## src/rtl/multicycle_controller_if.sv

```systemverilog
`default_nettype none
// ============================================================================
// Module      : multicycle_controller_if
// Description : Instruction-field inputs and datapath control outputs of the
//               multicycle controller.
// Revision    : 1.0 - initial release
// ============================================================================
interface multicycle_controller_if;
  logic [5:0] opcode;
  logic [5:0] func;
  logic       zero;
  logic       mem_ready;
  logic       pc_write;
  logic       iord;
  logic       mem_read;
  logic       mem_write;
  logic       ir_write;
  logic       reg_write;
  logic [1:0] reg_dst;
  logic [1:0] mem_to_reg;
  logic       alu_src_a;
  logic [1:0] alu_src_b;
  logic [2:0] alu_op;
  logic [1:0] pc_src;
  logic       illegal_op;

  // The controller commands the datapath, so it is the master side.
  modport master (
    input  opcode, func, zero, mem_ready,
    output pc_write, iord, mem_read, mem_write, ir_write, reg_write,
           reg_dst, mem_to_reg, alu_src_a, alu_src_b, alu_op, pc_src,
           illegal_op
  );

  modport slave (
    output opcode, func, zero, mem_ready,
    input  pc_write, iord, mem_read, mem_write, ir_write, reg_write,
           reg_dst, mem_to_reg, alu_src_a, alu_src_b, alu_op, pc_src,
           illegal_op
  );
endinterface
`default_nettype wire

```

## src/rtl/multicycle_controller.sv

```systemverilog
`default_nettype none
// ============================================================================
// Module      : multicycle_controller
// Description : Multicycle MIPS-subset control FSM driving the datapath selects.
// Revision    : 1.0 - initial release
// ============================================================================
module multicycle_controller (
  input wire logic               clk,
  input wire logic               rst,
  multicycle_controller_if.master bus
);
  typedef enum logic [3:0] {
    S_FETCH  = 4'd0,  S_DECODE = 4'd1,  S_MEMADR = 4'd2,  S_MEMRD  = 4'd3,
    S_MEMWB  = 4'd4,  S_MEMWR  = 4'd5,  S_RTEXEC = 4'd6,  S_RTWB   = 4'd7,
    S_ITEXEC = 4'd8,  S_ITWB   = 4'd9,  S_BRANCH = 4'd10, S_JUMP   = 4'd11,
    S_JAL    = 4'd12, S_JR     = 4'd13
  } state_t;

  localparam logic [5:0] C_OP_RTYPE = 6'b000000;
  localparam logic [5:0] C_OP_LW    = 6'b100011;
  localparam logic [5:0] C_OP_SW    = 6'b101011;
  localparam logic [5:0] C_OP_BEQ   = 6'b000100;
  localparam logic [5:0] C_OP_J     = 6'b000010;
  localparam logic [5:0] C_OP_JAL   = 6'b000011;
  localparam logic [5:0] C_OP_ADDI  = 6'b001000;
  localparam logic [5:0] C_OP_SLTI  = 6'b001010;

  localparam logic [5:0] C_FN_ADD = 6'b100000;
  localparam logic [5:0] C_FN_SUB = 6'b100010;
  localparam logic [5:0] C_FN_AND = 6'b100100;
  localparam logic [5:0] C_FN_OR  = 6'b100101;
  localparam logic [5:0] C_FN_SLT = 6'b101010;
  localparam logic [5:0] C_FN_JR  = 6'b001000;

  localparam logic [2:0] C_ALU_ADD = 3'b000;
  localparam logic [2:0] C_ALU_SUB = 3'b001;
  localparam logic [2:0] C_ALU_AND = 3'b010;
  localparam logic [2:0] C_ALU_OR  = 3'b011;
  localparam logic [2:0] C_ALU_SLT = 3'b100;

  state_t     state_q, state_d;
  logic       rt_legal;
  logic [2:0] rt_alu_op;
  logic       w_pc_write, w_ir_write, w_reg_write, w_mem_write, w_illegal_op;
  logic       w_iord, w_mem_read, w_alu_src_a;
  logic [1:0] w_reg_dst, w_mem_to_reg, w_alu_src_b, w_pc_src;
  logic [2:0] w_alu_op;

  always_ff @(posedge clk or negedge rst) begin
    if (!rst) state_q <= S_FETCH;
    else      state_q <= state_d;
  end

  // R-type function decode (JR is legal but handled separately in DECODE).
  always_comb begin
    rt_legal  = 1'b1;
    rt_alu_op = C_ALU_ADD;
    case (bus.func)
      C_FN_ADD: rt_alu_op = C_ALU_ADD;
      C_FN_SUB: rt_alu_op = C_ALU_SUB;
      C_FN_AND: rt_alu_op = C_ALU_AND;
      C_FN_OR:  rt_alu_op = C_ALU_OR;
      C_FN_SLT: rt_alu_op = C_ALU_SLT;
      default:  rt_legal  = 1'b0;
    endcase
  end

  always_comb begin
    state_d      = S_FETCH;
    w_pc_write   = 1'b0;
    w_iord       = 1'b0;
    w_mem_read   = 1'b0;
    w_mem_write  = 1'b0;
    w_ir_write   = 1'b0;
    w_reg_write  = 1'b0;
    w_reg_dst    = 2'd0;
    w_mem_to_reg = 2'd0;
    w_alu_src_a  = 1'b0;
    w_alu_src_b  = 2'd0;
    w_alu_op     = C_ALU_ADD;
    w_pc_src     = 2'd0;
    w_illegal_op = 1'b0;
    case (state_q)
      S_FETCH: begin
        w_mem_read  = 1'b1;
        w_alu_src_b = 2'd1;
        if (bus.mem_ready) begin
          w_ir_write = 1'b1;
          w_pc_write = 1'b1;
          state_d    = S_DECODE;
        end else begin
          state_d    = S_FETCH;
        end
      end
      S_DECODE: begin
        w_alu_src_b = 2'd3;
        case (bus.opcode)
          C_OP_RTYPE: begin
            if (bus.func == C_FN_JR) state_d = S_JR;
            else if (rt_legal)       state_d = S_RTEXEC;
            else                     w_illegal_op = 1'b1;
          end
          C_OP_LW, C_OP_SW:     state_d = S_MEMADR;
          C_OP_BEQ:             state_d = S_BRANCH;
          C_OP_J:               state_d = S_JUMP;
          C_OP_JAL:             state_d = S_JAL;
          C_OP_ADDI, C_OP_SLTI: state_d = S_ITEXEC;
          default:              w_illegal_op = 1'b1;
        endcase
      end
      S_MEMADR: begin
        w_alu_src_a = 1'b1;
        w_alu_src_b = 2'd2;
        if (bus.opcode == C_OP_SW)      state_d = S_MEMWR;
        else if (bus.opcode == C_OP_LW) state_d = S_MEMRD;
      end
      S_MEMRD: begin
        w_mem_read = 1'b1;
        w_iord     = 1'b1;
        state_d    = bus.mem_ready ? S_MEMWB : S_MEMRD;
      end
      S_MEMWB: begin
        w_reg_write  = 1'b1;
        w_mem_to_reg = 2'd1;
      end
      S_MEMWR: begin
        w_mem_write = 1'b1;
        w_iord      = 1'b1;
        state_d     = bus.mem_ready ? S_FETCH : S_MEMWR;
      end
      S_RTEXEC: begin
        w_alu_src_a = 1'b1;
        w_alu_op    = rt_alu_op;
        state_d     = S_RTWB;
      end
      S_RTWB: begin
        w_reg_write = 1'b1;
        w_reg_dst   = 2'd1;
      end
      S_ITEXEC: begin
        w_alu_src_a = 1'b1;
        w_alu_src_b = 2'd2;
        w_alu_op    = (bus.opcode == C_OP_SLTI) ? C_ALU_SLT : C_ALU_ADD;
        state_d     = S_ITWB;
      end
      S_ITWB:   w_reg_write = 1'b1;
      S_BRANCH: begin
        w_alu_src_a = 1'b1;
        w_alu_op    = C_ALU_SUB;
        w_pc_src    = 2'd1;
        w_pc_write  = bus.zero;
      end
      S_JUMP: begin
        w_pc_src   = 2'd2;
        w_pc_write = 1'b1;
      end
      // PC already holds PC+4 from FETCH, so the link value is simply PC.
      S_JAL: begin
        w_reg_write  = 1'b1;
        w_reg_dst    = 2'd2;
        w_mem_to_reg = 2'd2;
        w_pc_src     = 2'd2;
        w_pc_write   = 1'b1;
      end
      S_JR: begin
        w_pc_src   = 2'd3;
        w_pc_write = 1'b1;
      end
      default: state_d = S_FETCH;
    endcase
  end

  // Write enables are squelched while reset is held, independent of the clock.
  assign bus.pc_write   = w_pc_write   & rst;
  assign bus.ir_write   = w_ir_write   & rst;
  assign bus.reg_write  = w_reg_write  & rst;
  assign bus.mem_write  = w_mem_write  & rst;
  assign bus.illegal_op = w_illegal_op & rst;
  assign bus.iord       = w_iord;
  assign bus.mem_read   = w_mem_read;
  assign bus.reg_dst    = w_reg_dst;
  assign bus.mem_to_reg = w_mem_to_reg;
  assign bus.alu_src_a  = w_alu_src_a;
  assign bus.alu_src_b  = w_alu_src_b;
  assign bus.alu_op     = w_alu_op;
  assign bus.pc_src     = w_pc_src;
endmodule
`default_nettype wire

```

## src/flat_wrapper.sv

```systemverilog
// flat-port wrapper written by rule: the top's interface ports become plain ports
module multicycle_controller_flat 
  (clk, rst, bus_opcode, bus_func, bus_zero, bus_mem_ready, bus_pc_write, bus_iord, bus_mem_read, bus_mem_write, bus_ir_write, bus_reg_write, bus_reg_dst, bus_mem_to_reg, bus_alu_src_a, bus_alu_src_b, bus_alu_op, bus_pc_src, bus_illegal_op);
  multicycle_controller_if bus_i ();
  input wire logic clk;
  input wire logic rst;
  input wire logic [$bits(bus_i.opcode)-1:0] bus_opcode;
  input wire logic [$bits(bus_i.func)-1:0] bus_func;
  input wire logic [$bits(bus_i.zero)-1:0] bus_zero;
  input wire logic [$bits(bus_i.mem_ready)-1:0] bus_mem_ready;
  output wire logic [$bits(bus_i.pc_write)-1:0] bus_pc_write;
  output wire logic [$bits(bus_i.iord)-1:0] bus_iord;
  output wire logic [$bits(bus_i.mem_read)-1:0] bus_mem_read;
  output wire logic [$bits(bus_i.mem_write)-1:0] bus_mem_write;
  output wire logic [$bits(bus_i.ir_write)-1:0] bus_ir_write;
  output wire logic [$bits(bus_i.reg_write)-1:0] bus_reg_write;
  output wire logic [$bits(bus_i.reg_dst)-1:0] bus_reg_dst;
  output wire logic [$bits(bus_i.mem_to_reg)-1:0] bus_mem_to_reg;
  output wire logic [$bits(bus_i.alu_src_a)-1:0] bus_alu_src_a;
  output wire logic [$bits(bus_i.alu_src_b)-1:0] bus_alu_src_b;
  output wire logic [$bits(bus_i.alu_op)-1:0] bus_alu_op;
  output wire logic [$bits(bus_i.pc_src)-1:0] bus_pc_src;
  output wire logic [$bits(bus_i.illegal_op)-1:0] bus_illegal_op;
  assign bus_i.opcode = bus_opcode;
  assign bus_i.func = bus_func;
  assign bus_i.zero = bus_zero;
  assign bus_i.mem_ready = bus_mem_ready;
  assign bus_pc_write = bus_i.pc_write;
  assign bus_iord = bus_i.iord;
  assign bus_mem_read = bus_i.mem_read;
  assign bus_mem_write = bus_i.mem_write;
  assign bus_ir_write = bus_i.ir_write;
  assign bus_reg_write = bus_i.reg_write;
  assign bus_reg_dst = bus_i.reg_dst;
  assign bus_mem_to_reg = bus_i.mem_to_reg;
  assign bus_alu_src_a = bus_i.alu_src_a;
  assign bus_alu_src_b = bus_i.alu_src_b;
  assign bus_alu_op = bus_i.alu_op;
  assign bus_pc_src = bus_i.pc_src;
  assign bus_illegal_op = bus_i.illegal_op;
  multicycle_controller u_core (.clk(clk), .rst(rst), .bus(bus_i));
endmodule
```

## config.mk

```make
export PLATFORM = sky130hd
export DESIGN_NAME = multicycle_controller_flat
export DESIGN_NICKNAME = d
export VERILOG_FILES = /design/src/rtl/multicycle_controller_if.sv /design/src/rtl/multicycle_controller.sv /design/src/flat_wrapper.sv
export SDC_FILE = /design/constraint.sdc
export NUM_CORES = 1
export LEC_CHECK = 0
export ABC_AREA = 1
export BUFFER_PORTS_ARGS = -buffer_cell sky130_fd_sc_hd__buf_2
export CAP_MARGIN = 25
export CORE_UTILIZATION = 35
export CTS_CLUSTER_SIZE = 14
export DETAILED_ROUTE_END_ITERATION = 8
export HOLD_SLACK_MARGIN = 0.02
export PLACE_DENSITY_LB_ADDON = 0.25
export RECOVER_POWER = 50
export SYNTH_ARGS = -nofsm -noshare
export SYNTH_HDL_FRONTEND = slang
export SYNTH_SLANG_ARGS = --single-unit
```

## constraint.sdc

```tcl
create_clock -name clk -period 1.63 [get_ports clk]
set_clock_uncertainty 0.2 [all_clocks]
set_input_delay 0.326 -clock clk [delete_from_list [all_inputs] [get_ports clk]]
set_output_delay 0.326 -clock clk [all_outputs]
set_load 0.1 [all_outputs]
```

==> summary.md, run 1 <==
| Metric | Value |
|---|---|
| Status | aborted with a tool error |
| Fail Step | clock tree synthesis (4_1_cts) |
| Err | [ERROR DPL-0033] detailed placement checks failed during check placement. |
| Chip Height | between 40 and 50 µm |
| IO Port Bufs | 34 |
| Seq/Total Area, Yosys | 0.150 |
| Die width | between 40 and 50 µm |
| Row cnt | 15 |
| Cell taking the most area after synthesis | nand2_1 |
| DP HPWL | 3080 µm |
| Clock buffer depth | 2 |
| Netlist cell types | 19 |
| Hold_buf cts | 1 |
| #FFs+latches synth | 4 |
| I/O pins | 35 |
| Area contributors post-synth | nand2_1 17%, dfrtp_1 15%, nor2_1 15% |
| Max H-tree Level | 1 |
| Post-synthesis cell count | 130 |
| Initial core utilization | 0.381 |
| Postcts setup bufs | 4 |
| Sink Count | 4 |
| Synth Cell Area | around 670 µm² |
| CTS Buf Count | 3 |
| Clk root buf | clkbuf_4 |
| Syn Area/Cell | ~5.1 µm² |
| Yosys warning count | 0 |
| Mapped Nets | around 150 |
| GPL Wtd Cong | between 0.9 and 1 |
| Fraction of post-synthesis cell area in the top cell type by area | 0.175 |
| Setup WS pre-CTS | -0.403 ns |
| Post-cts resize count | 12 |
synth_stat cells:
library cell and count:
nand2_1 31, nor2_1 26, inv_1 20, nand3_1 18, nor2_2 6, inv_2 5
nand4_1 5, dfrtp_1 4, o21ai_0 4, o31ai_1 2, a21oi_1 1, a31oi_1 1
nand2_2 1, nor2_4 1, o211ai_1 1, o21a_1 1, o21ai_1 1, o22ai_1 1
o311ai_1 1
cells by family after synthesis:
| kind of cell | share of synthesized area |
|---|---|
| flip-flops | 0.150 |
| AND/OR/NAND/NOR | 0.586 |
| AO/OA/AOI/OAI | 0.122 |
| buffers and inverters | 0.141 |
per-stage QoR:
step | util | area (µm²) | instances | TNS [ns] | hold WS, ns
floorplan | - | 826 | 130 | -6.05 | -0.170
detailed placement | 0.933 | 1630 | 231 | -4.08 | 0.147
global placement | 0.933 | 1630 | 231 | -2.43 | 0.133
==> run 2: changes to the inputs <==
Settings changed: CORE_AREA set to 2 2 63 65, CORE_UTILIZATION 35 to not set, CTS_CLUSTER_SIZE 14 to not set, DIE_AREA set to 0 0 65 67, HOLD_SLACK_MARGIN 0.02 to not set, PLACE_DENSITY_LB_ADDON 0.25 to 0.15.
==> run 2 against run 1 <==
Compared with the run above: synthesized cell count did not move; area after synthesis did not move; the flow now finishes, with violations (negative setup slack).
==> summary.md, run 2 <==
| Metric | Value |
|---|---|
| Final WS setup | -0.433 ns |
| Die width | 65 µm |
| Most common flop cell mapped by yosys | dfrtp_1 |
| GRT overflow | 0 |
| CTS Buf Count | 3 |
| #FFs+latches synth | 4 |
| ANT nets after route | 0 |
| Initial DRC count | 16 |
| Ant. Diodes | 0 |
| Vias | approximately 1200 |
| Largest regs | u_core.state_q (4) |
| CTS tree | yes |
| Reg-to-reg startpoint | u_core.state_q[3] |
| Worst-Margin Slew | between 0.2 and 0.3 ns |
| Clk root buf | clkbuf_8 |
| Fin Hold WS | about 0.45 ns |
| DP HPWL | 2340 µm |
| Initial antenna violation count | 0 |
| Placed standard-cell area | 1680 µm² |
| WP data arrival | ~1.5 ns |
| Area Growth Syn to Fin | 194% |
| Clock buffer depth | 2 |
| Synth top cells by count | 31 x nand2_1, 26 x nor2_1, 20 x inv_1, 18 x nand3_1, 6 x nor2_2 |
| Area of the multi-input gates | between 700 and 800 µm² |
| Post-synthesis cell count | 130 |
| Reg2reg end | u_core.state_q[2] |
| Final setup TNS | -6.45 ns |
| WL per Instance | ~11 µm |
| Nets@finish | 237 |
| Fraction of post-synthesis cell area in the top cell type by area | 0.175 |
| Synth Cell Area | around 670 µm² |
| Unrepaired setup endpoints after global routing | true |
| I/O pins | 35 |
| Reg-to-reg setup timing slack | 0.01 ns |
| Crit path required time | around 1.1 ns |
| Netlist cell types | 19 |
| Max-cap violations | 0 |
| Most frequent cells in the layout | 37 x buf_4, 20 x buf_12, 19 x nand2_1 |
| Commonest non-fill, non-tap cell in the layout | buf_4 |
| Fmax achieved | 0.485 GHz |
| CP endpoint kind | output pin |
| GPL Wtd Cong | 0.914 |
| Rel. slew slack | 0.822 |
| CORE AREA | 3610 µm² |
| Status | finished, violations left |
| Vias/cell | 4.37 |
| VDD IR-drop max | between 0.0005 and 0.0006 V |
| IO Port Bufs | 34 |
| Final Instance Area | between 1500 and 2000 µm² |
| Cell taking the most area after synthesis | nand2_1 |
| EDFF count, synth | 0 |
| Register area | 105 µm² |
| Max Slew Vio Count | 0 |
| CP endpoint | bus_illegal_op |
| Reg with most FFs | u_core.state_q |
| Clock Latency Late Sink | 0.22 ns |
| Crit share post-route | 1.27 |
| Syn Area/Cell | a little over 5 µm² |
| R2R cell count | 10 |
| Post-Layout Cell Count | ~270 |
| Die area | 4360 µm² |
| Reg clk slew, reported paths | 0.03 ns |
| Worst setup path class | reg2out |
| Worst hold path class | in2reg |
| Largest net degree at the start of global routing | 7 |
| P_leak | approximately 1 nW |
| Placed Cells | about 260 |
| Max H-tree Level | 1 |
| Final setup fails | 19 |
| Yosys warning count | 0 |
| Crit-path max FO | 4 |
| Worst setup path start | u_core.state_q[3] |
| Area contributors post-synth | nand2_1 17%, dfrtp_1 15%, nor2_1 15% |
| Mapped Nets | between 100 and 150 |
| Max reg flops | 4 |
| Async S/R FF share, synth | 1.00 |
| Most numerous cell in the Yosys netlist | nand2_1 |
| Row cnt | 22 |
| Routed WL | a little under 3000 µm |
| Final Critical Period | just over 2 ns |
| Filler Cells Inserted | 340 |
| CP Launch Type | register |
| Sink Count | 4 |
| Chip Height | between 60 and 70 µm |
| Global-route wire length before repair | about 4700 µm |
| Layout cell share with drive strength beyond 1 | 0.636 |
| Seq/Total Area, Yosys | 0.150 |
| DRC | 0 |
| Failing checks | negative setup slack |
| PD cells | approximately 900 nW/µm² |
| Total GRT Usage | 0.141 |
| DRT Pass-1 Iters | 3 |
| Initial core utilization | 0.185 |
| Fin. Hold Viols | 0 |
| Number of global-route vias before repair | about 1200 |
run 2: what timing repair did:
action | CTS | global route
buffers inserted | 6 | 4
resized for setup | 28 | 20
pin swaps | 9 | 9
endpoints found under the hold margin | 4 | 0
setup endpoints to repair | 20 | 22
hold buffers | 1 | 0
gates cloned | 0 | 0
run 2: worst min path at each step:
stage | from | to | slack, ns | depth (start not counted)
3_3_place_gp | rst | u_core.state_q[3] | 0.16 | 2
6_report | bus_func[1] | u_core.state_q[1] | 0.45 | 7
4_1_cts | bus_opcode[4] | u_core.state_q[2] | 0.45 | 7
3_5_place_dp | rst | u_core.state_q[1] | 0.16 | 2
5_1_grt | bus_mem_ready | u_core.state_q[1] | 0.47 | 5
2_1_floorplan | rst | u_core.state_q[0] | -0.17 | 0
run 2: cell type report:
type,count,area share
inverters,25,0.0575
well taps,48,0.0307
clock buffers,4,0.0230
multi-input cells,101,0.374
repair buffers,86,0.461
flip-flops and latches,4,0.0537
run 2: cells by family (layout without fill, tap and decap cells):
kind of cell / count (synthesis) / count (layout) / synth area share
AO/OA/AOI/OAI: 13 / 13 / 0.122
buffers and inverters: 25 / 115 / 0.141
flip-flops: 4 / 4 / 0.150
AND/OR/NAND/NOR: 88 / 88 / 0.586
run 2: metal layers:
metal	vias to the layer above	GRT usage	wire [µm]
met5	-	0	0
met4	0	0.0878	80
met3	8	0.0304	145
met2	32	0.280	1600
met1	533	0.128	1050
li1	598	-	-
run 2: stage by stage:
stage	utilization	power [mW]	worst slack, ns
floorplan	-	0.849	-0.629
global placement	0.466	1.39	-0.284
detailed placement	0.466	1.40	-0.324
CTS	0.519	1.73	-0.410
global route	0.543	1.90	-0.514
finish	0.543	1.81	-0.433
run 2: critical path: stages, from the launching register on:
cell	delay, ns
dfrtp_2	0.45
nor2_4	0.19
buf_6	0.13
inv_4	0.03
nor2_4	0.10
nand3_1	0.13
nor2_4	0.12
buf_12	0.18
run 2: power breakdown:
group	total, mW	internal, mW	switching, mW
logic	1.44	0.590	0.847
clock network	0.218	0.167	0.0506
registers	0.157	0.120	0.0371
(Power assumes the default switching activity.)
==> run 3: changes to the inputs <==
Settings changed: RECOVER_POWER 50 to not set.
==> run 3 against run 2 <==
Compared with the run above: the flow still finishes with violations (negative setup slack); critical path depth is the same; largest cell class unchanged; design area grew 0.19%; via count is the same; combinational power is essentially flat; wire length is essentially flat; first-iteration DRC count is the same.
==> summary.md, run 3 (synthesized netlist as in run 2, its figures left out) <==
| Metric | Value |
|---|---|
| Status | finished, violations left |
| Failing checks | negative setup slack |
| WL per Instance | approximately 11 µm |
| Global-route wire length before repair | roughly 4700 µm |
| IO Port Bufs | 34 |
| DRT Pass-1 Iters | 3 |
| Crit path required time | ~1.1 ns |
| DP HPWL | 2340 µm |
| Worst-Margin Slew | roughly 0.27 ns |
| Largest regs | u_core.state_q (4) |
| Initial DRC count | 16 |
| CP Launch Type | register |
| GPL Wtd Cong | roughly 0.91 |
| Number of global-route vias before repair | ~1200 |
| CTS tree | yes |
| Max Slew Vio Count | 0 |
| Die area | 4360 µm² |
| Total GRT Usage | 0.141 |
| Chip Height | roughly 67 µm |
| Post-Route Utilization | 0.544 |
| Clock buffer depth | 2 |
| Filler Cells Inserted | 338 |
| Routed WL | between 2000 and 3000 µm |
| Largest net degree at the start of global routing | 7 |
| Ant. Diodes | 0 |
| Crit-path max FO | 4 |
| Max H-tree Level | 1 |
| Rel. slew slack | 0.822 |
| Layout cell share with drive strength beyond 1 | 0.641 |
| CP endpoint kind | output pin |
| Nets@finish | 237 |
| Max-cap violations | 0 |
| I/O pins | 35 |
| Reg-to-reg setup timing slack | roughly 0.010 ns |
| DRC | 0 |
| Crit share post-route | 1.27 |
| Worst setup path class | reg2out |
| Vias/cell | about 4.4 |
| PD cells | slightly above 900 nW/µm² |
| Setup WS pre-CTS | -0.324 ns |
| Fin. Hold Viols | 0 |
| Vias | around 1200 |
| WP data arrival | about 1.5 ns |
| Commonest non-fill, non-tap cell in the layout | buf_4 |
| Fmax achieved | slightly below 0.5 GHz |
| Unrepaired setup endpoints after global routing | true |
| Initial core utilization | 0.185 |
| Most frequent cells in the layout | 38 x buf_4, 20 x buf_12, 19 x nand2_1 |
| Clock Latency Late Sink | 0.22 ns |
| Max reg flops | 4 |
| VDD IR-drop max | ~0.00055 V |
| Row cnt | 22 |
| Reg with most FFs | u_core.state_q |
| Final setup fails | 19 |
| Clk root buf | clkbuf_8 |
| Final WS setup | -0.433 ns |
| CORE AREA | between 3000 and 4000 µm² |
| Initial antenna violation count | 0 |
| Area Growth Syn to Fin | 195% |
| Final Critical Period | approximately 2.1 ns |
| ANT nets after route | 0 |
| GRT overflow | 0 |
| Reg clk slew, reported paths | about 0.030 ns |
| Die width | roughly 65 µm |
| Sink Count | 4 |
| Worst hold path class | in2reg |
| P_leak | 0.976 nW |
| CTS Buf Count | 3 |
-- run 3: cell types whose count changed in the layout (fill, tap and decap cells not counted) --
cell | previous run | this run
buf_4 | 37 | 38
clkbuf_1 | 2 | 1
-- run 3: report_power, final --
part           leakage [nW]  switching (mW)  internal, mW
logic                 0.905           0.847         0.591
clock network        0.0228          0.0506         0.167
registers            0.0479          0.0371         0.120
total                 0.976           0.935         0.878
-- run 3: path summary, 6_finish.rpt --
path | start | end | depth (start not counted)
min in group asynchronous | rst | u_core.state_q[2] | 3
max in group asynchronous | rst | u_core.state_q[3] | 3
setup reg to reg | u_core.state_q[3] | u_core.state_q[2] | 10
setup / recovery | u_core.state_q[3] | bus_illegal_op | 7
hold reg to reg | u_core.state_q[0] | u_core.state_q[0] | 4
hold / removal | bus_func[1] | u_core.state_q[1] | 7
-- run 3: through the flow --
step	instance area (µm²)	total power, mW	TNS, ns	std cells	hold slack, ns
after floorplan	826	0.849	-6.05	130	-0.170
after global placement	1680	1.39	-3.02	257	0.162
after detailed placement	1680	1.40	-3.16	257	0.160
after CTS	1870	1.73	-6.54	266	0.449
after global routing	1960	1.90	-7.74	268	0.474
final	1960	1.81	-6.45	268	0.448
-- run 3: cell type report --
| cell class | count | area [µm²] | area share |
|---|---|---|---|
| repair buffers | 86 | 906 | 0.462 |
| multi-input cells | 101 | 732 | 0.373 |
| clock buffers | 4 | 45.0 | 0.0230 |
| well taps | 48 | 60.1 | 0.0306 |
| flip-flops and latches | 4 | 105 | 0.0536 |
| inverters | 25 | 113 | 0.0574 |
-- run 3: layer usage --
layer	share of wire	track usage	wire length, µm	vias to the layer above
met5	0	0	0	-
li1	-	-	-	598
met3	0.050	0.0304	145	8
met1	0.37	0.128	1050	533
met2	0.56	0.280	1600	32
met4	0.028	0.0878	80	0
-- run 3: what timing repair did --
action,CTS,global route
pin swaps,9,9
hold buffers,1,0
setup buffers,6,4
hold endpoints to repair,4,0
setup endpoints to repair,20,22
resized for setup,28,20
-- run 3: worst max-delay path, cell delays in order (launching register included) --
cell and delay, ns:
dfrtp_2 0.45, nor2_4 0.19, buf_6 0.13, inv_4 0.03, nor2_4 0.10, nand3_1 0.13, nor2_4 0.12, buf_12 0.18
==> run 4: changes to the inputs <==
Settings changed: ABC_AREA 1 to 0, CORE_AREA 2 2 63 65 to not set, CORE_UTILIZATION set to 20, DIE_AREA 0 0 65 67 to not set, PLACE_DENSITY set to 0.49, PLACE_DENSITY_LB_ADDON 0.15 to not set.
==> run 4 against run 3 <==
Compared with the run above: the flow still finishes with violations (negative setup slack); count of clock-buffer cells in the layout unchanged; synthesized cell count down 10%; area after synthesis rose by 24%; critical path type unchanged; largest cell class is now multi-input combinational cells.
==> summary.md, run 4 <==
| Metric | Value |
|---|---|
| Area Growth Syn to Fin | 152% |
| Worst-Margin Slew | 0.324 ns |
| Initial antenna violation count | 0 |
| DRT Pass-1 Iters | 4 |
| Most numerous cell in the Yosys netlist | nor2_1 |
| Largest net degree at the start of global routing | 16 |
| Max Slew Vio Count | 0 |
| PD cells | ~550 nW/µm² |
| R2R cell count | 6 |
| Async S/R FF share, synth | 1.00 |
| Placed standard-cell area | about 1900 µm² |
| Nets@finish | approximately 220 |
| ANT nets after route | 0 |
| GPL Wtd Cong | just over 0.8 |
| P_int | roughly 0.63 mW |
| Cell taking the most area after synthesis | dfrtp_1 |
| Largest family of logic cells by synthesized area | simple AND/OR/NAND/NOR gates |
| Adder-Cell Fraction of Synth Area | 0 |
| Clock buffer depth | 2 |
| Power share of the clock group | 0.194 |
| Netlist cell types | 53 |
| Post-synthesis cell count | approximately 120 |
| Ant. Diodes | 0 |
| Total GRT Usage | 0.153 |
| DP HPWL | approximately 2500 µm |
| Clk root buf | clkbuf_8 |
| Routed WL | 3150 µm |
| Yosys warning count | 0 |
| Synthesized-area fraction occupied by and/or/nand/nor cells | 0.450 |
| Max reg flops | 4 |
| Largest regs | u_core.state_q (4) |
| Rel. slew slack | 0.783 |
| Worst setup path class | reg2out |
| Final WS setup | -0.508 ns |
| Max H-tree Level | 1 |
| CTS Buf Count | 3 |
| Commonest non-fill, non-tap cell in the layout | buf_4 |
| Crit share post-route | 1.31 |
| Mapped Nets | roughly 130 |
| Die width | around 66 µm |
| Failing checks | negative setup slack |
| DRC | 0 |
| Post-synthesis mux area share | 0.0483 |
| Layout cell share with drive strength beyond 1 | 0.683 |
| CP Launch Type | register |
| XOR/XNOR Fraction of Synth Area | 0.0211 |
| Sw Share | 0.450 |
| I/O pins | 35 |
| WL per Instance | 12.3 µm |
| Most frequent cells in the layout | 49 x buf_4, 19 x buf_12, 14 x buf_2 |
| Seq pwr share | 0.103 |
| Fraction of post-synthesis cell area in the top cell type by area | 0.121 |
| Fin Hold WS | roughly 0.26 ns |
| Clock Latency Late Sink | approximately 0.22 ns |
| Hold path depth | 4 |
| VDD IR-drop max | 0.000324 V |
| Syn Area/Cell | slightly above 7 µm² |
| Synth Cell Area | roughly 830 µm² |
| Most common flop cell mapped by yosys | dfrtp_1 |
| Reg with most FFs | u_core.state_q |
| Unrepaired setup endpoints after global routing | true |
| Final setup fails | 21 |
| Sink Count | 4 |
| Area contributors post-synth | dfrtp_1 12%, nor2_1 6.3%, nand2b_1 5.3% |
| #FFs+latches synth | 4 |
| Crit path required time | roughly 1.1 ns |
| Row cnt | 23 |
| Initial DRC count | 37 |
| Reg clk slew, reported paths | 0.03 ns |
| Vias | around 1200 |
| Vias/cell | 4.68 |
| Combinational group share of total power | 0.703 |
| Synth top cells by count | 14 x nor2_1, 8 x a21oi_1, 7 x nand2b_1, 5 x nand2_1, 5 x nor3_1 |
| Reg-to-reg startpoint | u_core.state_q[1] |
| WP data arrival | about 1.6 ns |
| Final Critical Period | about 2.1 ns |
| Net switching power | roughly 0.52 mW |
| Crit-path max FO | 3 |
| Number of global-route vias before repair | approximately 1200 |
| Seq/Total Area, Yosys | 0.121 |
| Worst setup path start | u_core.state_q[0] |
| Final setup TNS | -7.23 ns |
| CORE AREA | about 4000 µm² |
| Global-route wire length before repair | slightly above 5000 µm |
| GRT overflow | 0 |
| Status | finished, violations left |
| Max-cap violations | 0 |
| CP endpoint kind | output pin |
| Final Instance Area | roughly 2100 µm² |
| Initial core utilization | 0.207 |
| CTS tree | yes |
| HP Start | bus_opcode[2] |
| P_leak | 0.875 nW |
| Die area | between 4000 and 5000 µm² |
| IO Port Bufs | 34 |
| Fin. Hold Viols | 0 |
| Complex-gate fraction of the synthesized area | 0.285 |
| EDFF count, synth | 0 |
| Fmax achieved | ~0.47 GHz |
| Chip Height | 66.4 µm |
| Worst hold path class | in2reg |
[run 4: changes by cell type after synthesis, sizes merged, moves of 4 or more]
cell | before | now
nor3 | 0 | 6
inv | 25 | 4
buf | 0 | 4
nand3 | 18 | 3
a21oi | 1 | 8
nor2 | 33 | 14
mux2i | 0 | 4
nand2b | 0 | 8
nand4 | 5 | 0
nand2 | 32 | 5
[run 4: cell families after synthesis]
family / after synthesis
flip-flops: 4
AO/OA/AOI/OAI: 35
buffers and inverters: 11
XOR/XNOR: 2
AND/OR/NAND/NOR: 61
multiplexers: 4
[run 4: path summary, 6_finish.rpt]
path	endpoint	slack, ns
min reg2reg	u_core.state_q[3]	0.55
min in group asynchronous	u_core.state_q[0]	0.49
max reg2reg	u_core.state_q[0]	-0.09
max	bus_alu_op[2]	-0.51
min	u_core.state_q[2]	0.26
max in group asynchronous	u_core.state_q[1]	0.63
[run 4: what timing repair did]
action | CTS | global route
hold endpoints to repair | 4 | 0
pin swaps | 3 | 8
buffers inserted | 2 | 5
setup endpoints to repair | 21 | 21
gates resized for setup | 14 | 15
hold buffers | 1 | 0
[run 4: stage by stage]
stage	worst slack, ns	power [mW]	util	std cells
after floorplan	-0.692	0.577	-	117
after global placement	-0.398	0.868	0.465	244
after detailed placement	-0.406	0.875	0.465	244
after CTS	-0.507	1.13	0.495	251
after global routing	-0.561	1.20	0.521	255
final	-0.508	1.15	0.521	255
[run 4: power by group through the flow]
| stage | registers (mW) | clock network [mW] | logic [mW] |
|---|---|---|---|
| floorplan | 0.115 | 0 | 0.462 |
| global route | 0.120 | 0.233 | 0.848 |
| CTS | 0.118 | 0.226 | 0.785 |
| finish | 0.118 | 0.224 | 0.809 |
| detailed placement | 0.118 | 0 | 0.757 |
| global placement | 0.118 | 0 | 0.750 |
[run 4: critical path, cell delays in order (launching register included)]
cell and delay [ns]:
dfrtp_1 0.39, nand2b_4 0.15, or3_4 0.37, o32ai_4 0.26, buf_12 0.21
[run 4: cell type report]
class | instances | area [µm²]
inverters | 4 | 15.0
multi-input cells | 102 | 937
clock buffers | 4 | 45.0
repair buffers | 91 | 922
flip-flops and latches | 4 | 103
well taps | 50 | 62.6
fillers | 352 | 1920
[run 4: metal layers]
metal  vias up  track usage  wire length [µm]
met3         2       0.0121                63
met4         0       0.0665                31
met1       550        0.180              1340
met5         -            0                 0
li1        621            -                 -
met2        21        0.279              1710
